### src/rtl/acc_dispatcher_queue_pkg.sv
// Shared types for the accelerator dispatcher queue: one buffered accelerator
// request, as it is stored in the queue and presented on the request channel.
package acc_dispatcher_queue_pkg;

    localparam int TransIdBits = 3;
    localparam int XLen        = 64;

    typedef logic [31:0]      instruction_t;
    typedef logic [XLen-1:0]  xlen_t;
    typedef logic [2:0]       roundmode_t;

    typedef struct packed {
        instruction_t           insn;
        xlen_t                  rs1;
        xlen_t                  rs2;
        roundmode_t             frm;
        logic [TransIdBits-1:0] trans_id;
    } acc_disp_entry_t;

endpackage

### src/rtl/acc_dispatcher_queue_if.sv
// Issue, accelerator request/response and writeback channels of the dispatcher.
// Handshakes: a transfer happens on a cycle where valid && ready; once valid is high
// the payload holds until accepted. The response channel is always ready.
interface acc_dispatcher_queue_if #(
    parameter int TransIdBits = acc_dispatcher_queue_pkg::TransIdBits
);
    logic                   issue_valid_i;
    logic                   issue_ready_o;
    logic [31:0]            issue_insn_i;
    logic [63:0]            issue_rs1_i;
    logic [63:0]            issue_rs2_i;
    logic [2:0]             issue_frm_i;
    logic [TransIdBits-1:0] issue_trans_id_i;

    logic                   acc_req_valid_o;
    logic                   acc_req_ready_i;
    logic [31:0]            acc_insn_o;
    logic [63:0]            acc_rs1_o;
    logic [63:0]            acc_rs2_o;
    logic [2:0]             acc_frm_o;
    logic [TransIdBits-1:0] acc_trans_id_o;

    logic                   acc_resp_valid_i;
    logic                   acc_resp_ready_o;
    logic [63:0]            acc_result_i;
    logic [TransIdBits-1:0] acc_resp_trans_id_i;
    logic                   acc_resp_ex_i;

    logic                   wb_valid_o;
    logic [63:0]            wb_result_o;
    logic [TransIdBits-1:0] wb_trans_id_o;
    logic                   wb_ex_o;

    modport slave (
        input  issue_valid_i, issue_insn_i, issue_rs1_i, issue_rs2_i, issue_frm_i,
               issue_trans_id_i, acc_req_ready_i, acc_resp_valid_i, acc_result_i,
               acc_resp_trans_id_i, acc_resp_ex_i,
        output issue_ready_o, acc_req_valid_o, acc_insn_o, acc_rs1_o, acc_rs2_o,
               acc_frm_o, acc_trans_id_o, acc_resp_ready_o, wb_valid_o, wb_result_o,
               wb_trans_id_o, wb_ex_o
    );

    modport master (
        output issue_valid_i, issue_insn_i, issue_rs1_i, issue_rs2_i, issue_frm_i,
               issue_trans_id_i, acc_req_ready_i, acc_resp_valid_i, acc_result_i,
               acc_resp_trans_id_i, acc_resp_ex_i,
        input  issue_ready_o, acc_req_valid_o, acc_insn_o, acc_rs1_o, acc_rs2_o,
               acc_frm_o, acc_trans_id_o, acc_resp_ready_o, wb_valid_o, wb_result_o,
               wb_trans_id_o, wb_ex_o
    );
endinterface

### src/rtl/acc_dispatcher_queue_resp_reg.sv
// Registered writeback stage: one accelerator response becomes a single-cycle
// writeback pulse on the following cycle.
module acc_dispatcher_queue_resp_reg
    import acc_dispatcher_queue_pkg::*;
(
    input  logic                   clk_i,
    input  logic                   rst_ni,
    input  logic                   i_valid,
    input  logic [63:0]            i_result,
    input  logic [TransIdBits-1:0] i_trans_id,
    input  logic                   i_ex,
    output logic                   o_valid,
    output logic [63:0]            o_result,
    output logic [TransIdBits-1:0] o_trans_id,
    output logic                   o_ex
);
    logic                   r_valid;
    logic [63:0]            r_result;
    logic [TransIdBits-1:0] r_trans_id;
    logic                   r_ex;

    always_ff @(posedge clk_i) begin
        if (!rst_ni) begin
            r_valid    <= 1'b0;
            r_result   <= '0;
            r_trans_id <= '0;
            r_ex       <= 1'b0;
        end else begin
            r_valid <= i_valid;
            if (i_valid) begin
                r_result   <= i_result;
                r_trans_id <= i_trans_id;
                r_ex       <= i_ex;
            end
        end
    end

    assign o_valid    = r_valid;
    assign o_result   = r_result;
    assign o_trans_id = r_trans_id;
    assign o_ex       = r_ex;
endmodule

### src/rtl/acc_dispatcher_queue.sv
// Holds speculatively issued accelerator instructions and releases them to the
// accelerator only once committed; accelerator responses are registered to writeback.
module acc_dispatcher_queue
    import acc_dispatcher_queue_pkg::*;
#(
    parameter int NrEntries   = 4,
    parameter int MaxInflight = 8
) (
    input  logic                               clk_i,
    input  logic                               rst_ni,
    input  logic                               flush_i,
    input  logic                               commit_i,
    acc_dispatcher_queue_if.slave              bus,
    output logic [$clog2(MaxInflight+1)-1:0]   inflight_o,
    output logic                               idle_o
);
    localparam int IdxW = $clog2(NrEntries);
    localparam int PtrW = IdxW + 1;
    localparam int CntW = $clog2(MaxInflight + 1);

    typedef logic [PtrW-1:0] ptr_t;

    // Ring order is is_ptr <= cm_ptr <= wr_ptr; the extra MSB tells full from empty.
    acc_disp_entry_t r_mem [NrEntries];
    ptr_t            r_wr_ptr;
    ptr_t            r_cm_ptr;
    ptr_t            r_is_ptr;
    logic [CntW-1:0] r_inflight;

    ptr_t            w_occupancy;
    ptr_t            w_uncommitted;
    ptr_t            w_cm_next;
    ptr_t            w_wr_next;
    logic            w_enq;
    logic            w_commit;
    logic            w_req_valid;
    logic            w_req_hs;
    logic            w_resp_dec;
    acc_disp_entry_t w_head;
    acc_disp_entry_t w_new_entry;

    assign w_occupancy   = r_wr_ptr - r_is_ptr;
    assign w_uncommitted = r_wr_ptr - r_cm_ptr;

    assign bus.issue_ready_o = (w_occupancy < ptr_t'(NrEntries)) && !flush_i;
    assign w_enq             = bus.issue_valid_i && bus.issue_ready_o;
    assign w_commit          = commit_i && (w_uncommitted != '0);
    assign w_cm_next         = r_cm_ptr + ptr_t'(w_commit);

    assign w_new_entry.insn     = bus.issue_insn_i;
    assign w_new_entry.rs1      = bus.issue_rs1_i;
    assign w_new_entry.rs2      = bus.issue_rs2_i;
    assign w_new_entry.frm      = bus.issue_frm_i;
    assign w_new_entry.trans_id = bus.issue_trans_id_i;

    // A flush rewinds the write pointer onto the (post-commit) commit pointer.
    always_comb begin
        w_wr_next = r_wr_ptr;
        if (flush_i) begin
            w_wr_next = w_cm_next;
        end else if (w_enq) begin
            w_wr_next = r_wr_ptr + ptr_t'(1);
        end
    end

    assign w_head      = r_mem[r_is_ptr[IdxW-1:0]];
    assign w_req_valid = (r_cm_ptr != r_is_ptr) && (r_inflight < CntW'(MaxInflight));
    assign w_req_hs    = w_req_valid && bus.acc_req_ready_i;
    assign w_resp_dec  = bus.acc_resp_valid_i && (r_inflight != '0);

    assign bus.acc_req_valid_o  = w_req_valid;
    assign bus.acc_insn_o       = w_head.insn;
    assign bus.acc_rs1_o        = w_head.rs1;
    assign bus.acc_rs2_o        = w_head.rs2;
    assign bus.acc_frm_o        = w_head.frm;
    assign bus.acc_trans_id_o   = w_head.trans_id;
    assign bus.acc_resp_ready_o = 1'b1;

    always_ff @(posedge clk_i) begin
        if (w_enq) begin
            r_mem[r_wr_ptr[IdxW-1:0]] <= w_new_entry;
        end
    end

    always_ff @(posedge clk_i) begin
        if (!rst_ni) begin
            r_wr_ptr <= '0;
            r_cm_ptr <= '0;
            r_is_ptr <= '0;
        end else begin
            r_wr_ptr <= w_wr_next;
            r_cm_ptr <= w_cm_next;
            if (w_req_hs) begin
                r_is_ptr <= r_is_ptr + ptr_t'(1);
            end
        end
    end

    always_ff @(posedge clk_i) begin
        if (!rst_ni) begin
            r_inflight <= '0;
        end else if (w_req_hs && !w_resp_dec) begin
            r_inflight <= r_inflight + CntW'(1);
        end else if (!w_req_hs && w_resp_dec) begin
            r_inflight <= r_inflight - CntW'(1);
        end
    end

    acc_dispatcher_queue_resp_reg u_resp_reg (
        .clk_i      (clk_i),
        .rst_ni     (rst_ni),
        .i_valid    (bus.acc_resp_valid_i),
        .i_result   (bus.acc_result_i),
        .i_trans_id (bus.acc_resp_trans_id_i),
        .i_ex       (bus.acc_resp_ex_i),
        .o_valid    (bus.wb_valid_o),
        .o_result   (bus.wb_result_o),
        .o_trans_id (bus.wb_trans_id_o),
        .o_ex       (bus.wb_ex_o)
    );

    assign inflight_o = r_inflight;
    assign idle_o     = (w_occupancy == '0) && (r_inflight == '0);

`ifndef SYNTHESIS
    a_no_orphan_resp : assert property (@(posedge clk_i) disable iff (!rst_ni)
        !(bus.acc_resp_valid_i && (r_inflight == '0)))
        else $error("accelerator response with no request outstanding");
`endif
endmodule

### src/flat_wrapper.sv
// flat-port wrapper written by rule: the top's interface ports become plain ports
module acc_dispatcher_queue_flat import acc_dispatcher_queue_pkg::*;
#(
    parameter int NrEntries   = 4,
    parameter int MaxInflight = 8
)
  (clk_i, rst_ni, flush_i, commit_i, inflight_o, idle_o, bus_issue_valid_i, bus_issue_insn_i, bus_issue_rs1_i, bus_issue_rs2_i, bus_issue_frm_i, bus_issue_trans_id_i, bus_acc_req_ready_i, bus_acc_resp_valid_i, bus_acc_result_i, bus_acc_resp_trans_id_i, bus_acc_resp_ex_i, bus_issue_ready_o, bus_acc_req_valid_o, bus_acc_insn_o, bus_acc_rs1_o, bus_acc_rs2_o, bus_acc_frm_o, bus_acc_trans_id_o, bus_acc_resp_ready_o, bus_wb_valid_o, bus_wb_result_o, bus_wb_trans_id_o, bus_wb_ex_o);
  acc_dispatcher_queue_if #(.TransIdBits(TransIdBits)) bus_i ();
  input  logic clk_i;
  input  logic rst_ni;
  input  logic flush_i;
  input  logic commit_i;
  output logic [$clog2(MaxInflight+1)-1:0] inflight_o;
  output logic idle_o;
  input wire logic [$bits(bus_i.issue_valid_i)-1:0] bus_issue_valid_i;
  input wire logic [$bits(bus_i.issue_insn_i)-1:0] bus_issue_insn_i;
  input wire logic [$bits(bus_i.issue_rs1_i)-1:0] bus_issue_rs1_i;
  input wire logic [$bits(bus_i.issue_rs2_i)-1:0] bus_issue_rs2_i;
  input wire logic [$bits(bus_i.issue_frm_i)-1:0] bus_issue_frm_i;
  input wire logic [$bits(bus_i.issue_trans_id_i)-1:0] bus_issue_trans_id_i;
  input wire logic [$bits(bus_i.acc_req_ready_i)-1:0] bus_acc_req_ready_i;
  input wire logic [$bits(bus_i.acc_resp_valid_i)-1:0] bus_acc_resp_valid_i;
  input wire logic [$bits(bus_i.acc_result_i)-1:0] bus_acc_result_i;
  input wire logic [$bits(bus_i.acc_resp_trans_id_i)-1:0] bus_acc_resp_trans_id_i;
  input wire logic [$bits(bus_i.acc_resp_ex_i)-1:0] bus_acc_resp_ex_i;
  output wire logic [$bits(bus_i.issue_ready_o)-1:0] bus_issue_ready_o;
  output wire logic [$bits(bus_i.acc_req_valid_o)-1:0] bus_acc_req_valid_o;
  output wire logic [$bits(bus_i.acc_insn_o)-1:0] bus_acc_insn_o;
  output wire logic [$bits(bus_i.acc_rs1_o)-1:0] bus_acc_rs1_o;
  output wire logic [$bits(bus_i.acc_rs2_o)-1:0] bus_acc_rs2_o;
  output wire logic [$bits(bus_i.acc_frm_o)-1:0] bus_acc_frm_o;
  output wire logic [$bits(bus_i.acc_trans_id_o)-1:0] bus_acc_trans_id_o;
  output wire logic [$bits(bus_i.acc_resp_ready_o)-1:0] bus_acc_resp_ready_o;
  output wire logic [$bits(bus_i.wb_valid_o)-1:0] bus_wb_valid_o;
  output wire logic [$bits(bus_i.wb_result_o)-1:0] bus_wb_result_o;
  output wire logic [$bits(bus_i.wb_trans_id_o)-1:0] bus_wb_trans_id_o;
  output wire logic [$bits(bus_i.wb_ex_o)-1:0] bus_wb_ex_o;
  assign bus_i.issue_valid_i = bus_issue_valid_i;
  assign bus_i.issue_insn_i = bus_issue_insn_i;
  assign bus_i.issue_rs1_i = bus_issue_rs1_i;
  assign bus_i.issue_rs2_i = bus_issue_rs2_i;
  assign bus_i.issue_frm_i = bus_issue_frm_i;
  assign bus_i.issue_trans_id_i = bus_issue_trans_id_i;
  assign bus_i.acc_req_ready_i = bus_acc_req_ready_i;
  assign bus_i.acc_resp_valid_i = bus_acc_resp_valid_i;
  assign bus_i.acc_result_i = bus_acc_result_i;
  assign bus_i.acc_resp_trans_id_i = bus_acc_resp_trans_id_i;
  assign bus_i.acc_resp_ex_i = bus_acc_resp_ex_i;
  assign bus_issue_ready_o = bus_i.issue_ready_o;
  assign bus_acc_req_valid_o = bus_i.acc_req_valid_o;
  assign bus_acc_insn_o = bus_i.acc_insn_o;
  assign bus_acc_rs1_o = bus_i.acc_rs1_o;
  assign bus_acc_rs2_o = bus_i.acc_rs2_o;
  assign bus_acc_frm_o = bus_i.acc_frm_o;
  assign bus_acc_trans_id_o = bus_i.acc_trans_id_o;
  assign bus_acc_resp_ready_o = bus_i.acc_resp_ready_o;
  assign bus_wb_valid_o = bus_i.wb_valid_o;
  assign bus_wb_result_o = bus_i.wb_result_o;
  assign bus_wb_trans_id_o = bus_i.wb_trans_id_o;
  assign bus_wb_ex_o = bus_i.wb_ex_o;
  acc_dispatcher_queue #(.NrEntries(NrEntries), .MaxInflight(MaxInflight)) u_core (.clk_i(clk_i), .rst_ni(rst_ni), .flush_i(flush_i), .commit_i(commit_i), .bus(bus_i), .inflight_o(inflight_o), .idle_o(idle_o));
endmodule
### config.mk
export PLATFORM = sky130hd
export DESIGN_NAME = acc_dispatcher_queue_flat
export DESIGN_NICKNAME = d
export VERILOG_FILES = /design/src/rtl/acc_dispatcher_queue_pkg.sv /design/src/rtl/acc_dispatcher_queue_if.sv /design/src/rtl/acc_dispatcher_queue_resp_reg.sv /design/src/rtl/acc_dispatcher_queue.sv /design/src/flat_wrapper.sv
export SDC_FILE = /design/constraint.sdc
export NUM_CORES = 1
export LEC_CHECK = 0
export ABC_CLOCK_PERIOD_IN_PS = 6550
export CELL_PAD_IN_SITES_DETAIL_PLACEMENT = 0
export CELL_PAD_IN_SITES_GLOBAL_PLACEMENT = 1
export CORE_AREA = 10 10 304 306
export CTS_BUF_LIST = sky130_fd_sc_hd__clkbuf_8
export CTS_CLUSTER_SIZE = 24
export DETAILED_ROUTE_END_ITERATION = 8
export DIE_AREA = 0 0 314 316
export GPL_ROUTABILITY_DRIVEN = 0
export MAX_ROUTING_LAYER = met4
export PLACE_DENSITY_LB_ADDON = 0.1
export SYNTH_ARGS = -nofsm -noshare
export SYNTH_HDL_FRONTEND = slang
export SYNTH_SLANG_ARGS = --single-unit
export TNS_END_PERCENT = 10
### constraint.sdc
create_clock -name clk_i -period 6.55 [get_ports clk_i]
set_input_delay 1.965 -clock clk_i [delete_from_list [all_inputs] [get_ports clk_i]]
set_output_delay 1.965 -clock clk_i [all_outputs]
set_load 0.02 [all_outputs]
[Word level (Yosys, flattened, before mapping)]
Memory sizes are Yosys's and may differ from the RTL's. A register that Yosys moved wholly into a read port is not among the register bits.
Cells that the tools add are included.
Widths: inputs -> output; s select.
Word-level totals
  logic and storage cells: 45
  output and inout port bits: 243
  input bits: 241
  memories: 1
  bits in writable memories: 664
  register bits after elaboration: 82
Cells by class
  eq/ne operators: 1
  reductions and logical operators: 18
  add/subtract/negate cells: 7
  $lt $le $gt $ge: 2
  muxes and demuxes: 8
Memory list
  u_core.r_mem: depth 4, bits a word 166, rd ports 1, clocked after Yosys merged registers in 1, write ports 1, line acc_dispatcher_queue.sv:24  | acc_disp_entry_t r_mem [NrEntries];
Operators by type and width (number)
  $logic_and 1x1->1: 9
  $mux 4: 2
  $add 3x1->3 const B: 2
  $mux 3: 2
  $sub 3x3->3: 2
  $add 4x1->4 const B: 1
  $logic_not 4->1: 1
  $lt 4x4->1 const B: 1
  $mux 2: 2
  $reduce_bool 2->1: 2
  $reduce_bool 4->1: 1
  $sub 4x1->4 const B: 1
  $add 3x1->3: 1
  $logic_not 1->1: 3
  $logic_not 3->1: 1
  $lt 3x3->1 const B: 1
  $ne 3x3->1: 1
  $reduce_bool 3->1: 1
  $mux 1: 2

[Longest topological paths before layout]
Gate-level depths: netlist of run 1.
  depth after elaboration: 7
  gate-level depth with buffers: 10
  depth with buffers taken out: 10

[Hierarchy]
Synthesis of run 1 repeated with hierarchy kept, for this count alone.
Second synthesis, totals
  cell total of the unflattened synthesis: 1191
  area total of the unflattened synthesis: 27402.5 um^2
By module, submodules not included
  acc_dispatcher_queue: cells each 970, seq. area each 20239.4 um^2, area each 24806.3 um^2, times used 1
  acc_dispatcher_queue_resp_reg: cells each 221, seq. area each 1381.3 um^2, area each 2596.2 um^2, times used 1

[Least setup slack after synthesis of run 1]
Ideal clock, no wire load.
  path type: input -> register
  start: input flush_i
  end: memory u_core.r_mem[1][0] in the netlist's numbering (enable)
  path buffers: 0
  data arrival time: 6.279 ns
  stages on the path: 3
  library setup time: 0.548 ns
  slack: -0.276 ns
  cells stage by stage: inv_1 -> and2_1 -> and3_1
Between the ends
  cells in the longest elaborated chain, start to end: 5
RTL lines
  start, declared: line flat_wrapper.sv:11  | input logic flush_i;
  $logic_not 1->1: line acc_dispatcher_queue.sv:45  | assign bus.issue_ready_o = (w_occupancy < ptr_t'(NrEntries)) && !flush_i;
  $logic_and 1x1->1: line acc_dispatcher_queue.sv:45
  named net bus_issue_ready_o: line flat_wrapper.sv:26  | output wire logic [$bits(bus_i.issue_ready_o)-1:0] bus_issue_ready_o;
  $logic_and 1x1->1: line acc_dispatcher_queue.sv:46  | assign w_enq = bus.issue_valid_i && bus.issue_ready_o;
  $mux 1: line acc_dispatcher_queue.sv:80  | if (w_enq) begin
  $mux 1 (not written as such): line acc_dispatcher_queue.sv:81  | r_mem[r_wr_ptr[IdxW-1:0]] <= w_new_entry;
  end, declared: line acc_dispatcher_queue.sv:24
The timed path passes the listed nets, and every way through them passes these cells.

[Worst setup path after layout of run 1]
  start: input flush_i
  end: output bus_issue_ready_o
Between the ends
  cells in the longest elaborated chain, start to end: 2
RTL lines (line)
  $logic_not 1->1: acc_dispatcher_queue.sv:45
  $logic_and 1x1->1: acc_dispatcher_queue.sv:45
  end, declared: flat_wrapper.sv:26
No other way between the ends.

==> results of run 1 <==
cell usage after synthesis, drive strengths merged:
master | count | area (um^2)
fa | 2 | 40.0
clkbuf | 12 | 45.0
a21oi | 2 | 10.0
nor4 | 1 | 6.26
and2 | 9 | 56.3
a31oi | 3 | 18.8
inv | 7 | 26.3
ha | 13 | 163
o21ai | 4 | 20.0
nor2 | 4 | 15.0
a211oi | 2 | 15.0
nand3 | 3 | 15.0
xnor3 | 1 | 22.5
a311oi | 2 | 35.0
conb | 1 | 3.75
and4 | 1 | 8.76
xor2 | 4 | 35.0
nand2 | 6 | 22.5
and3 | 4 | 25.0
edfxtp | 664 | 19900
dfxtp | 84 | 1680
nand2b | 3 | 18.8
mux2i | 71 | 711
buf | 45 | 244
nor3b | 1 | 7.51
xnor2 | 7 | 61.3
nor2b | 70 | 438
mux4 | 166 | 3740
final cells by class:
cell class | count | area, um^2
antenna | 13 | 32.5
clock buffer | 138 | 1900
clock inverter | 97 | 578
fill | 7721 | 49800
inverter | 7 | 26.3
multi-input combinational | 380 | 5510
sequential | 748 | 21600
tap | 1155 | 1450
timing repair buffer | 513 | 5260
layer usage:
layer  part of all wire  wire [um]
met3              0.088       6110
met5                  0          0
met1               0.41      28500
met4              0.015       1050
met2               0.49      33900
metrics by stage:
stage	instances	hold slack (ps)	cell area [um^2]
2_1_floorplan	1192	523	27400
3_3_place_gp	2803	496	33900
3_5_place_dp	2803	506	33900
4_1_cts	3038	520	36300
5_1_grt	3050	533	36400
6_report	3051	515	36400
registers in the layout, summed over array words and instances, names as in the netlist, named ones only:
name                          cells
u_core.r_mem                    664
u_core.r_wr_ptr                   3
u_core.inflight_o                 4
u_core.u_resp_reg.o_valid         1
u_core.r_is_ptr                   3
u_core.u_resp_reg.o_result       64
u_core.r_cm_ptr                   3
u_core.u_resp_reg.o_ex            1
u_core.u_resp_reg.o_trans_id      3
logic make-up after synthesis:
kind of cell | after synthesis
AO/OA/AOI/OAI | 13
XOR/XNOR | 12
adder cells (fa/ha/maj) | 15
buffers and inverters | 64
flip-flops | 748
multiplexers | 237
other | 1
AND/OR/NAND/NOR | 102
power by group through the flow:
| stage | logic, mW | registers, mW | clock network, mW |
|---|---|---|---|
| final | 3.44 | 5.67 | 4.03 |
| after floorplan | 1.96 | 5.75 | 0 |
| after detailed placement | 3.56 | 5.77 | 0 |
| after CTS | 3.57 | 5.68 | 4.23 |
| after global placement | 3.55 | 5.76 | 0 |
| after global routing | 3.68 | 5.70 | 4.44 |
worst max path at each step:
stage / startpoint / to / slack [ps] / cells past startpoint
floorplan: flush_i / u_core.r_mem[2][0] / -280 / 3
global placement: flush_i / bus_issue_ready_o / 1030 / 4
detailed placement: flush_i / bus_issue_ready_o / 1050 / 4
CTS: flush_i / bus_issue_ready_o / 1050 / 4
global route: flush_i / bus_issue_ready_o / 990 / 4
finish: flush_i / bus_issue_ready_o / 1080 / 4
critical path, delay by kind of cell:
| kind | cells | cell delay (ps) |
|---|---|---|
| buffers and inverters | 3 | 1300 |
| and+or+nand+nor | 1 | 240 |
==> results.toml, run 1 <==
[global_routing]
antenna_found_initial = 12
grt_pass1_wl_um = 101000
grt_use_met1 = 0.164
grt_use_total = 0.143
top_usage_layer = "met2"
grt_pass1_vias = 15200
grt_max_degree = 104
gr-usage-met2 = 0.224
met3_usage = 0.0622
overflow = 0

[routing]
dr.pass1.iters = 5
wl_per_cell_um = 22.8
drc = 0
vias_per_cell = 4.51
routed-via-count = 13800
wl_um = 69500
ant_nets = 0
drtIter0Drc = 773

[yosys]
synthMuxAreaShare = 0.162
synth_nets = 1448
synth-seq-cells = 748
synth_compound_area_frac = 0.00360
synth_top_family_by_area = "multiplexers"
synth.distinct_cells = 31
yosys.area_share.adder = 0.00739
synth.avg_cell_area_um2 = 23.0
synth-seq-area-share = 0.788
synthXorXnorAreaFrac = 0.00433
netlist_instances = 1192
syn_area_um2 = 27400
yosys_warnings = 0
synth-simple-area-share = 0.0224

[power_and_ir_drop]
netSwitchingPower_mw = 3.79
swShare = 0.289
p_seq_frac = 0.431
pwr-share-clk = 0.307
total_power_mw = 13.1
ir_drop_mv = 0.140
pwr-share-comb = 0.262
p_int_mw = 9.35
power.density_nw_per_um2 = 361
leakage_nw = 11.9

[layout]
layout.nets = 2038
final_cell_mix = "edfxtp_1, clkdlybuf4s50_1, mux4_2"
drive_gt1_frac = 0.196
final_util = 0.422
synthToLayoutAreaGrowth_pct = 32.7
mostFrequentLayoutCell = "edfxtp_1"

[min_path]
min_from = "u_core.u_resp_reg.o_result[6]"
hold_path_end = "u_core.u_resp_reg.o_result[6]"
hold_depth = 2
min-delay-path-class = "reg2reg"

[cts]
root_buffer = "clkbuf_8"
htreeDepth = 4
cts_sinks = 748
post_cts_buffers = 0
cts_hold_buffers = 0
clk_latency_ps = 760
cts_max_path_buffers = 3
ctsResizeCount = 0
cts_tree = "done"
cts.clk_slew.worst_paths_ps = 50
cts_buffers = 132

[sta]
finalCritPeriodShare = 0.834
skew_ps = 34.1
hold_viol = 0
setup_viol = 0
maxSlewHeadroom = 0.340
layout_setup_ws_ps = 1080
worst_pin_slew_ps = 990
fin_crit_ps = 5470
rsz0062_at_grt = "false"
fmax_mhz = 183
setup_tns_ps = 0
slew_viol_final = 0

[die]
dieHeight_um = 316
dieWidth_um = 314
start_util = 0.318
ioPinCount = 484
rows = 108
die-area_um2 = 99200
coreArea_um2 = 86200

[place]
post-place-ws_ps = 1050
portBuffers = 482
dp_hpwl_um = 44900

[setup_path]
path_cells = "clkdlybuf4s50_1, inv_1, and2_1, clkdlybuf4s50_1"
reg2reg_to = "u_core.r_mem[1][72]"
crit_type = "in2out"
r2r_slack_ps = 3240
crit_path_max_fanout = 7
r2r-start = "u_core.r_wr_ptr[0]"
cp_slowest_cell = "clkdlybuf4s50_1"
cp-end-kind = "primary output"
arrival_ps = 3500
critPathLaunchType = "input port"
required_ps = 4590
worst_path_largest_cell_delay_ps = 670
path_common_cell = "clkdlybuf4s50_1"
r2r_cells = 7

[status]
run_status = "finished clean"

[job]
maxCapViolations = 0
Note: power is estimated with default switching activity, not from simulation.
==> run 2, diff against run 1 <==
- ABC_CLOCK_PERIOD_IN_PS: 6550 -> 4810
- clock period: 6.55 -> 4.81 ns (I/O delays scaled with it)
==> run 2 against run 1 <==
Effect of this change:
- non-clock buffer count up 11
- first-iteration DRC count down 6.6%
- worst setup slack worse by 750 ps
- highest routed layer unchanged
- cell area down 0.24%
- clock skew up 21 ps
- total power up 34%
- critical path depth up 2
- die area unchanged
- global-route usage up 0.13 points
- critical endpoint unchanged
- clock power up 31%
- sequential share of layout area up 0.15 points
==> results.toml, run 2 (same netlist as run 1, synthesis figures left out) <==
[status]
run_status = "finished clean"

[global_routing]
grt_max_degree = 67
grt_pass1_wl_um = 103000
grt_use_total = 0.144
antenna_found_initial = 15
grt_pass1_vias = 15400
overflow = 0

[sta]
maxSlewHeadroom = 0.368
finalCritPeriodShare = 0.930
worst_pin_slew_ps = 947
hold_viol = 0
setup_viol = 0
skew_ps = 54.9
fin_crit_ps = 4470
fmax_mhz = 224
slew_viol_final = 0
rsz0062_at_grt = "false"

[setup_path]
crit_type = "reg2out"
critPathTopFamily = "buffers and inverters"
required_ps = 3370
crit_path_max_fanout = 5
arrival_ps = 3030
cp_num_buf_inv = 2
critPathLaunchType = "register"
worst_path_largest_cell_delay_ps = 660
cp_slowest_cell = "clkdlybuf4s50_1"
path_cells = "inv_1, ha_1, fa_1, xnor3_1, and2_1, clkdlybuf4s50_1"
cp-end-kind = "primary output"

[cts]
post_cts_buffers = 0
cts_max_path_buffers = 3
cts.clk_slew.worst_paths_ps = 60
cts_tree = "done"
htreeDepth = 4
cts_buffers = 132
clk_latency_ps = 760
ctsResizeCount = 0
root_buffer = "clkbuf_8"
cts_hold_buffers = 0
cts_sinks = 748

[place]
dp.cells = 2814
portBuffers = 482
dp_hpwl_um = 45600

[power_and_ir_drop]
leakage_nw = 11.9
power.density_nw_per_um2 = 487
total_power_mw = 17.7
ir_drop_mv = 0.271

[routing]
wl_um = 70400
drtIter0Drc = 722
routed-via-count = 13800
dr.pass1.iters = 5
ant_nets = 0
drc = 0
wl_per_cell_um = 23.0
vias_per_cell = 4.52

[layout]
seq_area_um2 = 21600
layout.nets = 2049
final_util = 0.421
final_cell_mix = "edfxtp_1, clkdlybuf4s50_1, mux4_2"
synthToLayoutAreaGrowth_pct = 32.3
multi_input_area_um2 = 5510
fin_cells = 3061
mostFrequentLayoutCell = "edfxtp_1"
drive_gt1_frac = 0.197
largest_reg_flops = 664
final.fill_count = 7786

[die]
coreArea_um2 = 86200
dieWidth_um = 314
start_util = 0.318
dieHeight_um = 316
ioPinCount = 484
die-area_um2 = 99200
rows = 108

[min_path]
min-delay-path-class = "reg2reg"

[job]
maxCapViolations = 0
-- run 2: where the power goes --
| group | internal (mW) | total, mW | switching (mW) |
|---|---|---|---|
| Combinational | 2.33 | 4.74 | 2.41 |
| Clock | 2.70 | 5.29 | 2.59 |
| Sequential | 7.50 | 7.64 | 0.134 |
| Total | 12.5 | 17.7 | 5.14 |
-- run 2: worst reg2reg max path: stages (launching register included) --
cell	delay (ps)
dfxtp_1	350
inv_1	130
ha_1	220
fa_1	400
xnor3_1	270
and2_1	230
and3_4	630
buf_12	380
-- run 2: per-stage QoR --
step                hold WS (ps)  setup slack, ps  TNS (ps)  area [um^2]
detailed placement           508              381         0        33900
floorplan                    523            -1490   -743860        27400
global placement             496              379         0        33900
finish                       515              339         0        36300
CTS                          517              204         0        36300
global route                 534              110         0        36300
-- run 2: final cells by class --
type / instances / area share
diodes: 15 / 0.00103
inverters: 7 / 0.000724
repair buffers: 524 / 0.146
flip-flops and latches: 748 / 0.596
clock inverters: 99 / 0.0143
well taps: 1155 / 0.0398
multi-input cells: 380 / 0.152
clock buffers: 133 / 0.0504
-- run 2: worst paths after layout --
kind	endpoint	slack, ps	cells past startpoint	startpoint
max	bus_issue_ready_o	340	6	u_core.r_wr_ptr[0]
min	u_core.u_resp_reg.o_result[59]	510	2	u_core.u_resp_reg.o_result[59]
max reg2reg	u_core.r_mem[3][82]	1830	7	u_core.r_wr_ptr[0]
min reg2reg	u_core.u_resp_reg.o_result[59]	510	2	u_core.u_resp_reg.o_result[59]
-- run 2: metal layers --
layer,GRT usage,part of all wire,vias up
met4,0.0442,0.017,0
met2,0.229,0.49,479
li1,-,-,6144
met1,0.162,0.40,7122
met3,0.0647,0.095,101
met5,-,0,-
==> run 3, diff against run 2 <==
- CTS_CLUSTER_DIAMETER: unset -> 50
- MAX_ROUTING_LAYER: met4 -> unset
==> run 3 against run 2 <==
Effect of this change:
- global-route usage fell by 0.70 points
- combinational power barely moved
- worst hold slack improved by 5.5 ps
- sequential power barely moved
- fmax rose by 0.98%
- clock power rose by 4.9%
- register-to-register slack got worse by 30 ps
- cell area barely moved
- critical endpoint unchanged
- core utilization barely moved
- final cell count fell by 2.0%
- sequential cell count did not move
==> results.toml, run 3 (same netlist as run 1, synthesis figures left out) <==
[sta]
skew_ps = 56.2
worst_pin_slew_ps = 955
fmax_mhz = 226
fin_crit_ps = 4430
finalCritPeriodShare = 0.921
hold_viol = 0
setup_tns_ps = 0
maxSlewHeadroom = 0.363
layout_setup_ws_ps = 382
setup_viol = 0
slew_viol_final = 0
rsz0062_at_grt = "false"

[setup_path]
cp-end-kind = "primary output"
required_ps = 3370
cp_slowest_cell = "clkdlybuf4s50_1"
cp_num_buf_inv = 2
critPathTopFamily = "buffers and inverters"
path_cells = "inv_1, ha_1, fa_1, xnor3_1, and2_1, clkdlybuf4s50_1"
critPathLaunchType = "register"
crit_type = "reg2out"
reg2reg_to = "u_core.r_mem[3][123]"
crit_path_max_fanout = 5
worst_path_largest_cell_delay_ps = 670
r2r_slack_ps = 1800
arrival_ps = 2990
r2r_cells = 7
r2r-start = "u_core.r_wr_ptr[0]"

[routing]
routed-via-count = 13700
drtIter0Drc = 665
wl_um = 69800
dr.pass1.iters = 4
vias_per_cell = 4.55
wl_per_cell_um = 23.3
drc = 0
ant_nets = 0

[place]
portBuffers = 482
dp.cells = 2814
dpl-instance-area_um2 = 33900
post-place-ws_ps = 381
dp_hpwl_um = 45600

[global_routing]
grt_pass1_vias = 14800
antenna_found_initial = 13
grt_max_degree = 67
grt_use_total = 0.137
grt_pass1_wl_um = 102000
overflow = 0

[layout]
final.fill_count = 7718
final_cell_mix = "edfxtp_1, clkdlybuf4s50_1, mux4_2"
layout.nets = 2014
drive_gt1_frac = 0.214
mostFrequentLayoutCell = "edfxtp_1"
synthToLayoutAreaGrowth_pct = 32.3
largest_reg_flops = 664
fin_cells = 3001
postLayoutCellArea_um2 = 36300

[min_path]
hold_depth = 2
min_from = "u_core.u_resp_reg.o_result[59]"
min-delay-path-class = "reg2reg"
hold_path_end = "u_core.u_resp_reg.o_result[59]"

[cts]
clk_latency_ps = 710
cts_tree = "done"
post_cts_buffers = 0
ctsResizeCount = 0
cts_hold_buffers = 0
cts_sinks = 748
cts_max_path_buffers = 3
root_buffer = "clkbuf_8"
cts_buffers = 97
htreeDepth = 3
cts.clk_slew.worst_paths_ps = 80

[status]
run_status = "finished clean"

[die]
coreArea_um2 = 86200
dieWidth_um = 314
start_util = 0.318
die-area_um2 = 99200
dieHeight_um = 316
ioPinCount = 484
rows = 108

[power_and_ir_drop]
p_seq_frac = 0.425
power.density_nw_per_um2 = 494
pwr-share-comb = 0.265
swShare = 0.296
p_int_mw = 12.6
ir_drop_mv = 0.269
total_power_mw = 17.9
leakage_nw = 11.7
netSwitchingPower_mw = 5.29
pwr-share-clk = 0.310

[job]
maxCapViolations = 0
==> run 3: changes by cell type in the layout (fill, tap and decap cells not counted), sizes merged <==
cell      delta
clkinv      -18
clkinvlp     +5
inv         -13
clkbuf      -32
bufinv      +10
diode       -12
==> run 3: power by group through the flow <==
stage | Clock (mW) | Combinational (mW) | Sequential, mW
floorplan | 0 | 2.67 | 7.83
global placement | 0 | 4.90 | 7.75
detailed placement | 0 | 4.89 | 7.77
CTS | 5.76 | 4.91 | 7.63
global route | 6.02 | 5.08 | 7.66
finish | 5.55 | 4.74 | 7.62
==> run 3: worst max-delay path by stage <==
| stage | cells past startpoint | startpoint | slack, ps | to |
|---|---|---|---|---|
| 3_3_place_gp | 4 | flush_i | 380 | bus_issue_ready_o |
| 5_1_grt | 6 | u_core.r_wr_ptr[0] | 150 | bus_issue_ready_o |
| 3_5_place_dp | 4 | flush_i | 380 | bus_issue_ready_o |
| 2_1_floorplan | 3 | flush_i | -1490 | u_core.r_mem[2][0] |
| 6_report | 6 | u_core.r_wr_ptr[0] | 380 | bus_issue_ready_o |
| 4_1_cts | 6 | u_core.r_wr_ptr[0] | 250 | bus_issue_ready_o |
==> run 3: routing by layer <==
layer,global-route usage,vias to the layer above,wire length [um]
li1,-,6049,-
met1,0.165,7051,27700
met2,0.226,409,34200
met3,0.0581,122,6300
met4,0.0346,24,1370
met5,0,-,134
==> run 3: metrics by stage <==
| step | hold WS, ps | util |
|---|---|---|
| after floorplan | 523 | - |
| after global placement | 496 | 0.393 |
| after detailed placement | 508 | 0.393 |
| after CTS | 521 | 0.421 |
| after global routing | 538 | 0.421 |
| final | 520 | 0.421 |
==> run 3: final cells by class <==
type                            count  area [um^2]  share of cell area
Sequential cell                   748        21600               0.596
Multi-Input combinational cell    380         5510               0.152
Timing Repair Buffer              524         5300               0.146
Tap cell                         1155         1450              0.0398
Clock buffer                      101         1390              0.0383
Clock inverter                     83          971              0.0268
Inverter                            7         26.3            0.000724
Antenna cell                        3         7.51            0.000207
==> run 3: tightest hold or removal path, delay by kind of cell (launching register included) <==
kind | cells | cell delay, ps
flops | 1 | 330
simple gates | 1 | 90
mux | 1 | 60
